<file path="src/rtl/ham_pkg.sv">
// Shared constants and types for the Hamming test path.
package ham_pkg;

    localparam int unsigned CW_W   = 17;
    localparam int unsigned INFO_W = 12;
    localparam int unsigned LFSR_W = 16;
    localparam int unsigned CNT_W  = 2;
    localparam int unsigned POS_W  = 5;

    // Galois feedback taps for the right-shifting 16-bit LFSR
    localparam logic [LFSR_W-1:0] LFSR_TAPS = 16'hB400;

    typedef enum logic [1:0] {
        IDLE   = 2'd0,
        INJECT = 2'd1,
        HOLD   = 2'd2
    } chan_state_t;

endpackage

</file>
<file path="src/rtl/ham_lfsr.sv">
// 16-bit right-shifting Galois LFSR; advances only while en is high.
module ham_lfsr
    import ham_pkg::*;
#(
    parameter logic [LFSR_W-1:0] SEED = 16'hACE1
) (
    input  logic              clk,
    input  logic              rst,
    input  logic              en,
    output logic [LFSR_W-1:0] state
);

    // Shift right and fold the taps back in when a one falls out
    always_ff @(posedge clk or posedge rst) begin
        if (rst) begin
            state <= SEED;
        end else if (en) begin
            state <= (state >> 1) ^ (state[0] ? LFSR_TAPS : LFSR_W'(0));
        end
    end

endmodule

</file>
<file path="src/rtl/ham_chan.sv">
// Noisy-channel model: flips exactly n_err distinct codeword bits per word.
module ham_chan
    import ham_pkg::*;
#(
    parameter int unsigned       CW_W = 17,
    parameter logic [LFSR_W-1:0] SEED = 16'hACE1
) (
    input  logic             clk,
    input  logic             rst,
    input  logic             in_valid,
    output logic             in_ready,
    input  logic [CW_W-1:0]  in_cw,
    input  logic [CNT_W-1:0] n_err,
    output logic             out_valid,
    input  logic             out_ready,
    output logic [CW_W-1:0]  out_cw,
    output logic [CW_W-1:0]  err_mask,
    output logic [CNT_W-1:0] err_cnt
);

    chan_state_t       state;
    chan_state_t       state_next;
    logic [LFSR_W-1:0] lfsr;
    logic [POS_W-1:0]  raw_c;
    logic [POS_W-1:0]  pos_c;
    logic [CW_W-1:0]   flip_c;
    logic              hit_c;
    logic              done_c;
    logic              accept_c;
    logic              lfsr_en_c;
    logic [CNT_W-1:0]  cnt_inc_c;
    logic [CNT_W-1:0]  n_lat;
    logic              in_ready_d;
    logic              out_valid_d;

    ham_lfsr #(.SEED(SEED)) u_lfsr (
        .clk   (clk),
        .rst   (rst),
        .en    (lfsr_en_c),
        .state (lfsr)
    );

    // Candidate bit position folded into 0..CW_W-1, and whether it is still unused
    always_comb begin
        raw_c     = lfsr[POS_W-1:0];
        pos_c     = (raw_c >= POS_W'(CW_W)) ? (raw_c - POS_W'(CW_W)) : raw_c;
        flip_c    = CW_W'(1) << pos_c;
        hit_c     = ((err_mask & flip_c) == CW_W'(0));
        cnt_inc_c = err_cnt + CNT_W'(1);
        done_c    = hit_c && (cnt_inc_c == n_lat);
        accept_c  = (state == IDLE) && in_valid;
        lfsr_en_c = (state == INJECT);
    end

    // State register
    always_ff @(posedge clk or posedge rst) begin
        if (rst) begin
            state <= IDLE;
        end else begin
            state <= state_next;
        end
    end

    // Next-state logic
    always_comb begin
        state_next = state;
        case (state)
            IDLE:    if (in_valid) state_next = (n_err == CNT_W'(0)) ? HOLD : INJECT;
            INJECT:  if (done_c) state_next = HOLD;
            HOLD:    if (out_ready) state_next = IDLE;
            default: state_next = IDLE;
        endcase
    end

    // Handshake outputs decoded from the upcoming state so they can be registered
    always_comb begin
        in_ready_d  = 1'b0;
        out_valid_d = 1'b0;
        case (state_next)
            IDLE:    in_ready_d  = 1'b1;
            HOLD:    out_valid_d = 1'b1;
            default: ;
        endcase
    end

    // Registered handshake outputs
    always_ff @(posedge clk or posedge rst) begin
        if (rst) begin
            in_ready  <= 1'b1;
            out_valid <= 1'b0;
        end else begin
            in_ready  <= in_ready_d;
            out_valid <= out_valid_d;
        end
    end

    // Working word: load on accept, flip one fresh position per successful INJECT cycle
    always_ff @(posedge clk or posedge rst) begin
        if (rst) begin
            out_cw   <= CW_W'(0);
            err_mask <= CW_W'(0);
            err_cnt  <= CNT_W'(0);
            n_lat    <= CNT_W'(0);
        end else if (accept_c) begin
            out_cw   <= in_cw;
            err_mask <= CW_W'(0);
            err_cnt  <= CNT_W'(0);
            n_lat    <= n_err;
        end else if ((state == INJECT) && hit_c) begin
            out_cw   <= out_cw ^ flip_c;
            err_mask <= err_mask | flip_c;
            err_cnt  <= cnt_inc_c;
        end
    end

endmodule

</file>
<file path="config.mk">
export PLATFORM = sky130hd
export DESIGN_NAME = ham_chan
export DESIGN_NICKNAME = d
export VERILOG_FILES = /design/src/rtl/ham_pkg.sv /design/src/rtl/ham_lfsr.sv /design/src/rtl/ham_chan.sv
export SDC_FILE = /design/constraint.sdc
export NUM_CORES = 1
export LEC_CHECK = 0
export BUFFER_PORTS_ARGS = -buffer_cell sky130_fd_sc_hd__buf_2
export CORE_AREA = 3 3 88 98
export DETAILED_ROUTE_END_ITERATION = 16
export DIE_AREA = 0 0 91 101
export HOLD_SLACK_MARGIN = 0.03
export SYNTH_ARGS = -nofsm -noshare
export SYNTH_HDL_FRONTEND = slang
export SYNTH_HIERARCHICAL = 1
export SYNTH_SLANG_ARGS = --single-unit
export TNS_END_PERCENT = 10
</file>
<file path="constraint.sdc">
create_clock -name clk -period 3.93 [get_ports clk]
set_clock_uncertainty 0.2 [all_clocks]
set_input_delay 0.393 -clock clk [delete_from_list [all_inputs] [get_ports clk]]
set_output_delay 0.393 -clock clk [all_outputs]
set_load 0.02 [all_outputs]
</file>
# After elaboration in Yosys (flattened, before gate mapping)
# Cells that the tools add are included.
classes:
  add_sub_neg: 2
  n_lt_le_gt_ge: 1
  eq_ne: 4
  n_shift: 1
  mux: 15
  bitwise: 4
  reduce_logical: 8
ops:
  columns: ["op", "n"]
  rows:
  - ["17-bit 2-to-1 mux", 4]
  - ["17-bit AND", 1]
  - ["17-bit zero test", 1]
  - ["17-bit OR", 1]
  - ["1-bit by 5-bit << shifter with 17-bit output (first input constant)", 1]
  - ["17-bit XOR", 1]
  - ["16-bit 2-to-1 mux", 1]
  - ["15-bit by 16-bit XOR with 16-bit output", 1]
  - ["2-bit 2-to-1 mux", 6]
  - ["2-bit zero test", 3]
  - ["2-bit one-hot mux with 3 select lines", 1]
  - ["5-bit greater-or-equal comparator (second input constant)", 1]
  - ["5-bit 2-to-1 mux", 1]
  - ["5-bit subtractor (second input constant)", 1]
  - ["2-bit equality test (second input constant)", 2]
  - ["1-bit logical AND", 3]
  - ["2-bit by 1-bit adder with 2-bit output (second input constant)", 1]
  - ["2-bit by 1-bit equality test with 1-bit output (second input constant)", 1]
  - ["2-bit equality test", 1]
  - ["1-bit 2-to-1 mux", 2]
  - ["2-bit nonzero test", 1]
word_totals:
  reg_bits: 58
  input_bits: 23
  output_inout_bits: 38
  wordCells: 43

# Logic depth before layout (Yosys ltp)
# Gate-level depths: netlist (run 1).
depth:
  ltp_word: 10
  ltp_mapped: 11

# By module
# Netlist (run 1), hierarchy kept.
by_module_without_submodules:
  columns: ["mod", "instances", "cells_each", "area_each_um2"]
  rows:
  - ["ham_chan", 1, 251, 2399.8]
  - ["ham_lfsr", 1, 41, 659.4]

# Worst setup path before layout (run 1)
# OpenSTA, ideal clock, no wires.
synth_timing:
  kind: "reg2reg"
  start: "register u_lfsr.state[0]"
  end: "register err_cnt[1]"
  setup_ns: 0.136
  arrival_ns: 2.528
  path_slack_ns: 1.066
  path_stages_with_launch: 12
  period_less_slack_ns: 2.864
  cell_sequence: "dfstp_2 -> buf_2 -> inv_1 -> ha_1 -> clkbuf_2 -> xor2_1 -> a31o_2 -> a21oi_1 -> a311oi_2 -> nor4_4 -> nand4_1 -> mux2i_1"
synth_between:
  elab_chain_cells: 7
  word_cells_on_any_way: 8
  classes_between: "add/sub: 1; order compare: 1; shift: 1; mux: 1; bitwise: 1; reduce/logical: 3"
synth_rtl:
  columns: ["item", "line", "rtl"]
  rows:
  - ["start, declared", "ham_lfsr.sv:10", "output logic [LFSR_W-1:0] state"]
  - ["start signal, assigned", "ham_lfsr.sv:18", "state <= (state >> 1) ^ (state[0] ? LFSR_TAPS : LFSR_W'(0));"]
  - ["5-bit subtractor / 5-bit greater-or-equal comparator (equally long branches)", "ham_chan.sv:46", "pos_c = (raw_c >= POS_W'(CW_W)) ? (raw_c - POS_W'(CW_W)) : raw_c;"]
  - ["5-bit 2-to-1 mux (*)", "ham_chan.sv:46", null]
  - ["1-bit by 5-bit << shifter with 17-bit output (*)", "ham_chan.sv:47", "flip_c = CW_W'(1) << pos_c;"]
  - ["17-bit AND (*)", "ham_chan.sv:48", "hit_c = ((err_mask & flip_c) == CW_W'(0));"]
  - ["17-bit zero test (*)", "ham_chan.sv:48", null]
  - ["1-bit logical AND (*)", "ham_chan.sv:109", "end else if ((state == INJECT) && hit_c) begin"]
  - ["2-bit nonzero test (no line) (*)", null, null]
  - ["end signal, assigned", "ham_chan.sv:112", "err_cnt <= cnt_inc_c;"]
  - ["end, declared", "ham_chan.sv:18", "output logic [CNT_W-1:0] err_cnt"]
# Every way passes the cells marked *; elsewhere a longest branch is shown, timed or not.
# A chain may end at the register's enable or synchronous reset.

# Final worst setup path (run 1)
layout_timing:
  start: "register u_lfsr.state[0]"
  end: "register out_cw[13]"
layout_between:
  elab_chain_cells: 7
  word_cells_on_any_way: 11
  classes_between: "add/sub: 1; order compare: 1; shift: 1; mux: 3; bitwise: 2; reduce/logical: 3"
layout_rtl:
  columns: ["item", "line", "rtl"]
  rows:
  - ["5-bit subtractor / 5-bit greater-or-equal comparator (equally long branches)", "ham_chan.sv:46", null]
  - ["5-bit 2-to-1 mux (*)", "ham_chan.sv:46", null]
  - ["1-bit by 5-bit << shifter with 17-bit output (*)", "ham_chan.sv:47", null]
  - ["17-bit AND", "ham_chan.sv:48", null]
  - ["17-bit zero test", "ham_chan.sv:48", null]
  - ["1-bit logical AND", "ham_chan.sv:109", null]
  - ["2-bit nonzero test (no line)", null, null]
  - ["end signal, assigned", "ham_chan.sv:105", "out_cw <= in_cw;"]
  - ["end signal, assigned", "ham_chan.sv:110", "out_cw <= out_cw ^ flip_c;"]
  - ["end, declared", "ham_chan.sv:16", "output logic [CW_W-1:0] out_cw,"]
# Every way passes the cells marked *; elsewhere a longest branch is shown, timed or not. The select of a mux whose other input is x is not followed.

==> qor.yml, run 1 <==
run_status:
  status: "complete, no violations"
timing:
  min_period_over_period: 0.792
  slew-limit-headroom: 0.556
  finalHoldViolations: 0
  setup_slack_ps: 819
  finalMaxSlewViolations: 0
  tightest_slew_ps: 657
  fmax_mhz: 321
  rsz0062_at_grt: "false"
  tns_ps: 0
  period_minus_slack_ps: 3110
  setup_viol: 0
layout:
  regArea_um2: 1460
  utilization: 0.466
  drive_above_1_share: 0.353
  multiInputGateArea_um2: 1480
  fill_cells: 811
  nNetsFinal: 380
  n_antenna_cell: 0
  area_growth_syn_to_layout_pct: 19.2
  stdcell_count: 468
critical_path:
  crit_fanout: 15
  crit_slowest_cell: "dfstp_2"
  crit_arrival_ps: 3120
  crit_family: "simple AND/OR/NAND/NOR gates"
  endpoint_kind: "flip-flop"
  crit_top_cell: "o21ai_1"
  crit_path_max_incr_delay_ps: 730
  cp.buffers_inverters: 0
  crit_chain: "ha_1 -> nor4_2 -> o21ai_1 -> nand3_1 -> nor3_1 -> xnor2_1 -> o21ai_1"
  worst-endpoint-required_ps: 3940
  critPathKind: "reg -> reg"
  start_kind: "flip-flop"
route:
  routedWlPerCell_um: 14.7
  antenna_left: 0
  postRouteWirelength_um: 6870
  dr.pass1.iters: 4
  route.detailed.drc: 0
  vias: 2373
  vias_per_cell: 5.07
  drt-initial-drc-count: 109
pwr:
  power.leakage_uw: 0.00159
  finalPower_uw: 3440
  p_per_area_nw_per_um2: 943
  ir_drop_v: 0.000394
logic_synthesis:
  yosys_most_used_dff: "dfrtp_1"
  synth_most_common_cell: "dfrtp_1"
  synth-edff-count: 0
  synth_top_cell_by_area: "dfrtp_1"
  ys_seq_elements: 58
  ys_seq_area_frac: 0.478
  syn_area_per_cell_um2: 10.5
  syn-instance-count: 292
  synth_top_area_frac: 0.401
  yosys-top-cells-count: "dfrtp_1, nand2_1, nor2_1"
  yosys_warnings: 6
  synth.top_cells.by_area: "dfrtp_1, dfstp_2, xnor2_1"
  syn_area_um2: 3060
  ys_types: 58
  syn_nets: 317
  async_flop_share: 1.00
global_route:
  grt.overflow.total: 0
  antenna_found_initial: 0
  gr-usage-all-layers: 0.163
  grt_pass1_wl_um: 11900
  grt_pass1_vias: 2340
  grt_max_degree: 48
placed_design:
  place_hpwl_um: 4910
  place.gp.congestion: 0.938
  port_buffers: 60
  dp_slack_ps: 838
  dpl.cell_count: 450
clocking:
  cts_buffers: 9
  cts_buffer_depth: 2
  numClockSinks: 58
  clk_pin_slew_ps: 70
  clk_latency_ps: 340
  postCtsSetupBuffers: 0
  clockRootBuffer: "clkbuf_8"
  cts_max_level: 3
  tritoncts: "built"
min_path:
  hold_path_class: "in -> reg"
floorplanning:
  die_h_um: 101
  die_w_um: 91
  initial_utilization: 0.391
  dieArea_um2: 9190
  core_um2: 7830
  io_pins: 61
  num_rows: 34
flow_run:
  drv_cap: 0
## cell usage in the layout, fill, tap and decap left out, types with 5 or more instances in the layout
cell type / n
o21ai_1: 10
dfrtp_1: 49
nor2_1: 28
o21a_1: 7
a21oi_1: 9
dfstp_2: 9
nand2_1: 34
nor3_1: 5
mux2i_1: 5
mux2_2: 10
clkbuf_8: 9
inv_1: 5
xnor2_1: 18
buf_2: 60
nor3_2: 7
o21ai_0: 10
nand3_1: 9
## state kept, by name (all words and copies together) (netlist names)
register      cells
u_lfsr/state     16
err_mask         17
n_lat             2
err_cnt           2
out_cw           17
in_ready          1
state             2
out_valid         1
## path summary, 6_finish.rpt
path | from | cells past startpoint | slack [ps] | endpoint
max in group asynchronous | rst | 4 | 2610 | err_mask[9]
max reg2reg | u_lfsr/state[0] | 7 | 820 | out_cw[13]
min in group asynchronous | rst | 3 | 470 | u_lfsr/state[9]
min reg2reg | u_lfsr/state[13] | 2 | 300 | u_lfsr/state[13]
min | in_cw[1] | 3 | 50 | out_cw[1]
max | u_lfsr/state[0] | 7 | 820 | out_cw[13]
## tightest hold or removal path, stage by stage
cell and delay (ps):
buf_2 70, nand2_1 30, o21ai_0 50
## cell type report
type	instances	share of cell area
flip-flops and latches	58	0.401
well taps	108	0.0371
multi-input cells	214	0.406
repair buffers	66	0.0961
inverters	6	0.00618
clock buffers	10	0.0350
clock inverters	6	0.0185
## logic make-up (layout without fill, tap and decap cells)
logic type | after synthesis | in the layout | synth area share
AOI/OAI and AO/OA | 59 | 59 | 0.138
xor gates and xnor gates | 22 | 22 | 0.0630
adders and majority gates | 2 | 2 | 0.00818
buffers and inverters | 20 | 88 | 0.0389
DFF | 58 | 58 | 0.478
muxes | 20 | 20 | 0.0765
and+or+nand+nor | 111 | 111 | 0.198
## per-layer routing
layer	part of all wire	global-route usage
met1	0.45	0.213
met2	0.48	0.259
met3	0.037	0.0373
met4	0.025	0.0742
met5	0	0
## repair_timing
| item | CTS | global route |
|---|---|---|
| hold endpoints to repair | 50 | 0 |
| endpoints found under the setup margin | 0 | 0 |
| resized for setup | 0 | 0 |
| hold buffers | 2 | 0 |
## where the power goes
| group | total (uW) | leakage (uW) | switching [uW] | internal [uW] |
|---|---|---|---|---|
| Clock | 541 | 0.0000925 | 248 | 294 |
| Sequential | 1160 | 0.000716 | 262 | 897 |
| Combinational | 1740 | 0.000782 | 1020 | 717 |
| Total | 3440 | 0.00159 | 1530 | 1910 |
## metrics by stage
step	hold WS, ps	area (um2)
after floorplan	101	3060
after global placement	276	3430
after detailed placement	283	3430
after CTS	34.2	3650
after global routing	48.2	3650
final	50.2	3650
Power figures use the tool's default switching activity.
==> inputs of run 2 (changes only) <==
- clock period: 3.93 -> 2.54 ns (I/O delays scaled with it)
==> qor.yml, run 2 (synthesis results as in run 1) <==
run_status:
  status: "complete, but fails checks"  # was complete, no violations
  failed_checks: "setup timing"
critical_path:
  start_kind: "flip-flop"  # unchanged
  cp.buffers_inverters: 2  # was 0
  critPathKind: "reg -> reg"  # unchanged
  crit_family: "simple AND/OR/NAND/NOR gates"  # unchanged
  crit_path_max_incr_delay_ps: 590  # was 730 ps
  crit_chain: "inv_2 -> ha_4 -> nand2_1 -> or3_4 -> o2111ai_1 -> nand3_1 -> nor3_1 -> buf_4 -> xnor2_1 -> o21ai_1"  # was ha_1 -> nor4_2 -> o21ai_1 -> nand3_1 -> nor3_1 -> xnor2_1 -> o21ai_1
  crit_slowest_cell: "dfstp_2"  # unchanged
  worst-endpoint-required_ps: 2570  # was 3940 ps
  endpoint_kind: "flip-flop"  # unchanged
  crit_fanout: 4  # was 15
  crit_arrival_ps: 2700  # was 3120 ps
layout:
  final_cell_mix: "buf_2, dfrtp_1, buf_4, nand2_1, nor2_1"  # was buf_2, dfrtp_1, nand2_1, nor2_1, xnor2_1
  utilization: 0.552  # was 0.466
  nNetsFinal: 435  # was 380
  final_common_cell: "buf_2"  # unchanged
  drive_above_1_share: 0.447  # was 0.353
  n_antenna_cell: 0  # unchanged
  reg_top3: "err_mask: 17 flops, out_cw: 17 flops, u_lfsr/state: 16 flops"  # unchanged
  fill_cells: 742  # was 811
  fin_area_um2: 4320  # was 3650 um2
  area_growth_syn_to_layout_pct: 41.1  # was 19.2%
route:
  postRouteWirelength_um: 7900  # was 6870 um
  routedWlPerCell_um: 15.1  # was 14.7 um
  drt-initial-drc-count: 107  # was 109
  vias_per_cell: 4.99  # was 5.07
  route.detailed.drc: 0  # unchanged
  antenna_left: 0  # unchanged
  vias: 2605  # was 2373
  dr.pass1.iters: 4  # unchanged
placed_design:
  dp_slack_ps: -224  # was 838 ps
  place_hpwl_um: 5640  # was 4910 um
  place.gp.congestion: 0.972  # was 0.938
  port_buffers: 60  # unchanged
  placed_area_um2: 3690  # was 3430 um2
global_route:
  grt_pass1_vias: 2785  # was 2340
  grt_max_degree: 43  # was 48
  grt_pass1_wl_um: 13400  # was 11900 um
  antenna_found_initial: 0  # unchanged
  gr-usage-all-layers: 0.186  # was 0.163
  grt.overflow.total: 0  # unchanged
timing:
  fmax_mhz: 375  # was 321 MHz
  holdWs_ps: 53.1  # was 50.2 ps
  finalHoldViolations: 0  # unchanged
  period_minus_slack_ps: 2670  # was 3110 ps
  rsz0062_at_grt: "true"  # was false
  setup_viol: 18  # was 0
  slew-limit-headroom: 0.605  # was 0.556
  setup_slack_ps: -129  # was 819 ps
  min_period_over_period: 1.05  # was 0.792
  finalMaxSlewViolations: 0  # unchanged
  tightest_slew_ps: 592  # was 657 ps
clocking:
  numClockSinks: 58  # unchanged
  clockRootBuffer: "clkbuf_8"  # unchanged
  cts_max_level: 3  # unchanged
  clk_pin_slew_ps: 70  # about the same
  tritoncts: "built"  # unchanged
  cts_buffer_depth: 2  # unchanged
  clk_latency_ps: 350  # was 340 ps
  cts_buffers: 9  # unchanged
pwr:
  power.leakage_uw: 0.00188  # was 0.00159 uW
  ir_drop_v: 0.000650  # was 0.000394 V
  p_per_area_nw_per_um2: 1450  # was 943 nW/um2
min_path:
  hold_path_class: "in -> reg"  # unchanged
floorplanning:
  initial_utilization: 0.391  # unchanged
  die_w_um: 91  # unchanged
  die_h_um: 101  # unchanged
  io_pins: 61  # unchanged
  core_um2: 7830  # unchanged
  dieArea_um2: 9190  # unchanged
  num_rows: 34  # unchanged
flow_run:
  drv_cap: 0  # unchanged
==> run 2: cell types whose count changed in the layout (fill, tap and decap cells not counted), sizes merged <==
cell	change
clkinvlp	-1
clkinv	-1
clkbuf	+1
buf	+35
dlygate4sd3	+20
==> run 2: final timing paths <==
kind / endpoint / slack (ps) / startpoint / depth (start not counted)
worst max-delay path: out_cw[13] / -130 / u_lfsr/state[0] / 10
worst min-delay path: state[1] / 50 / out_ready / 3
worst max register to register: out_cw[13] / -130 / u_lfsr/state[0] / 10
worst min register to register: u_lfsr/state[13] / 300 / u_lfsr/state[13] / 2
max in group asynchronous: err_mask[13] / 1380 / rst / 4
min in group asynchronous: u_lfsr/state[8] / 340 / rst / 3
==> run 2: routing by layer <==
metal  vias to the layer above  track usage  part of all wire
met4                         0       0.0742             0.030
met3                        19       0.0523             0.042
met5                         -            0                 0
met1                      1267        0.217              0.42
li1                       1264            -                 -
met2                        55        0.324              0.51
==> run 2: repair_timing <==
item / CTS / global route
pin swaps: 4 / 13
buffers inserted: 4 / 1
resized for setup: 9 / 24
hold endpoints to repair: 70 / 0
endpoints found under the setup margin: 26 / 36
hold buffers: 22 / 0
==> run 2: cell type report <==
cell class | count | area (um2) | area share
repair buffers | 121 | 826 | 0.191
clock inverters | 4 | 51.3 | 0.0119
clock buffers | 11 | 151 | 0.0351
multi-input cells | 214 | 1670 | 0.387
flip-flops and latches | 58 | 1460 | 0.339
well taps | 108 | 135 | 0.0313
inverters | 6 | 22.5 | 0.00522
==> run 2: tightest hold or removal path: cells and delay by family <==
family          cells  cell delay (ps)
compound gates      1               70
mux                 1              160
buf+inv             1               80
==> run 2: power breakdown <==
group          internal, uW  leakage, uW  switching [uW]
combinational          1680      0.00106            2000
sequential             1390     0.000716             344
clock                   500     0.000101             366
total                  3570      0.00188            2710
==> run 2: metrics by stage <==
step | std cells | total power (uW) | TNS, ps
finish | 522 | 6280 | -1290
global route | 522 | 6740 | -4830
CTS | 521 | 6000 | -1050
detailed placement | 480 | 4920 | -2620
global placement | 480 | 4880 | -1890
floorplan | 292 | 3940 | -2010
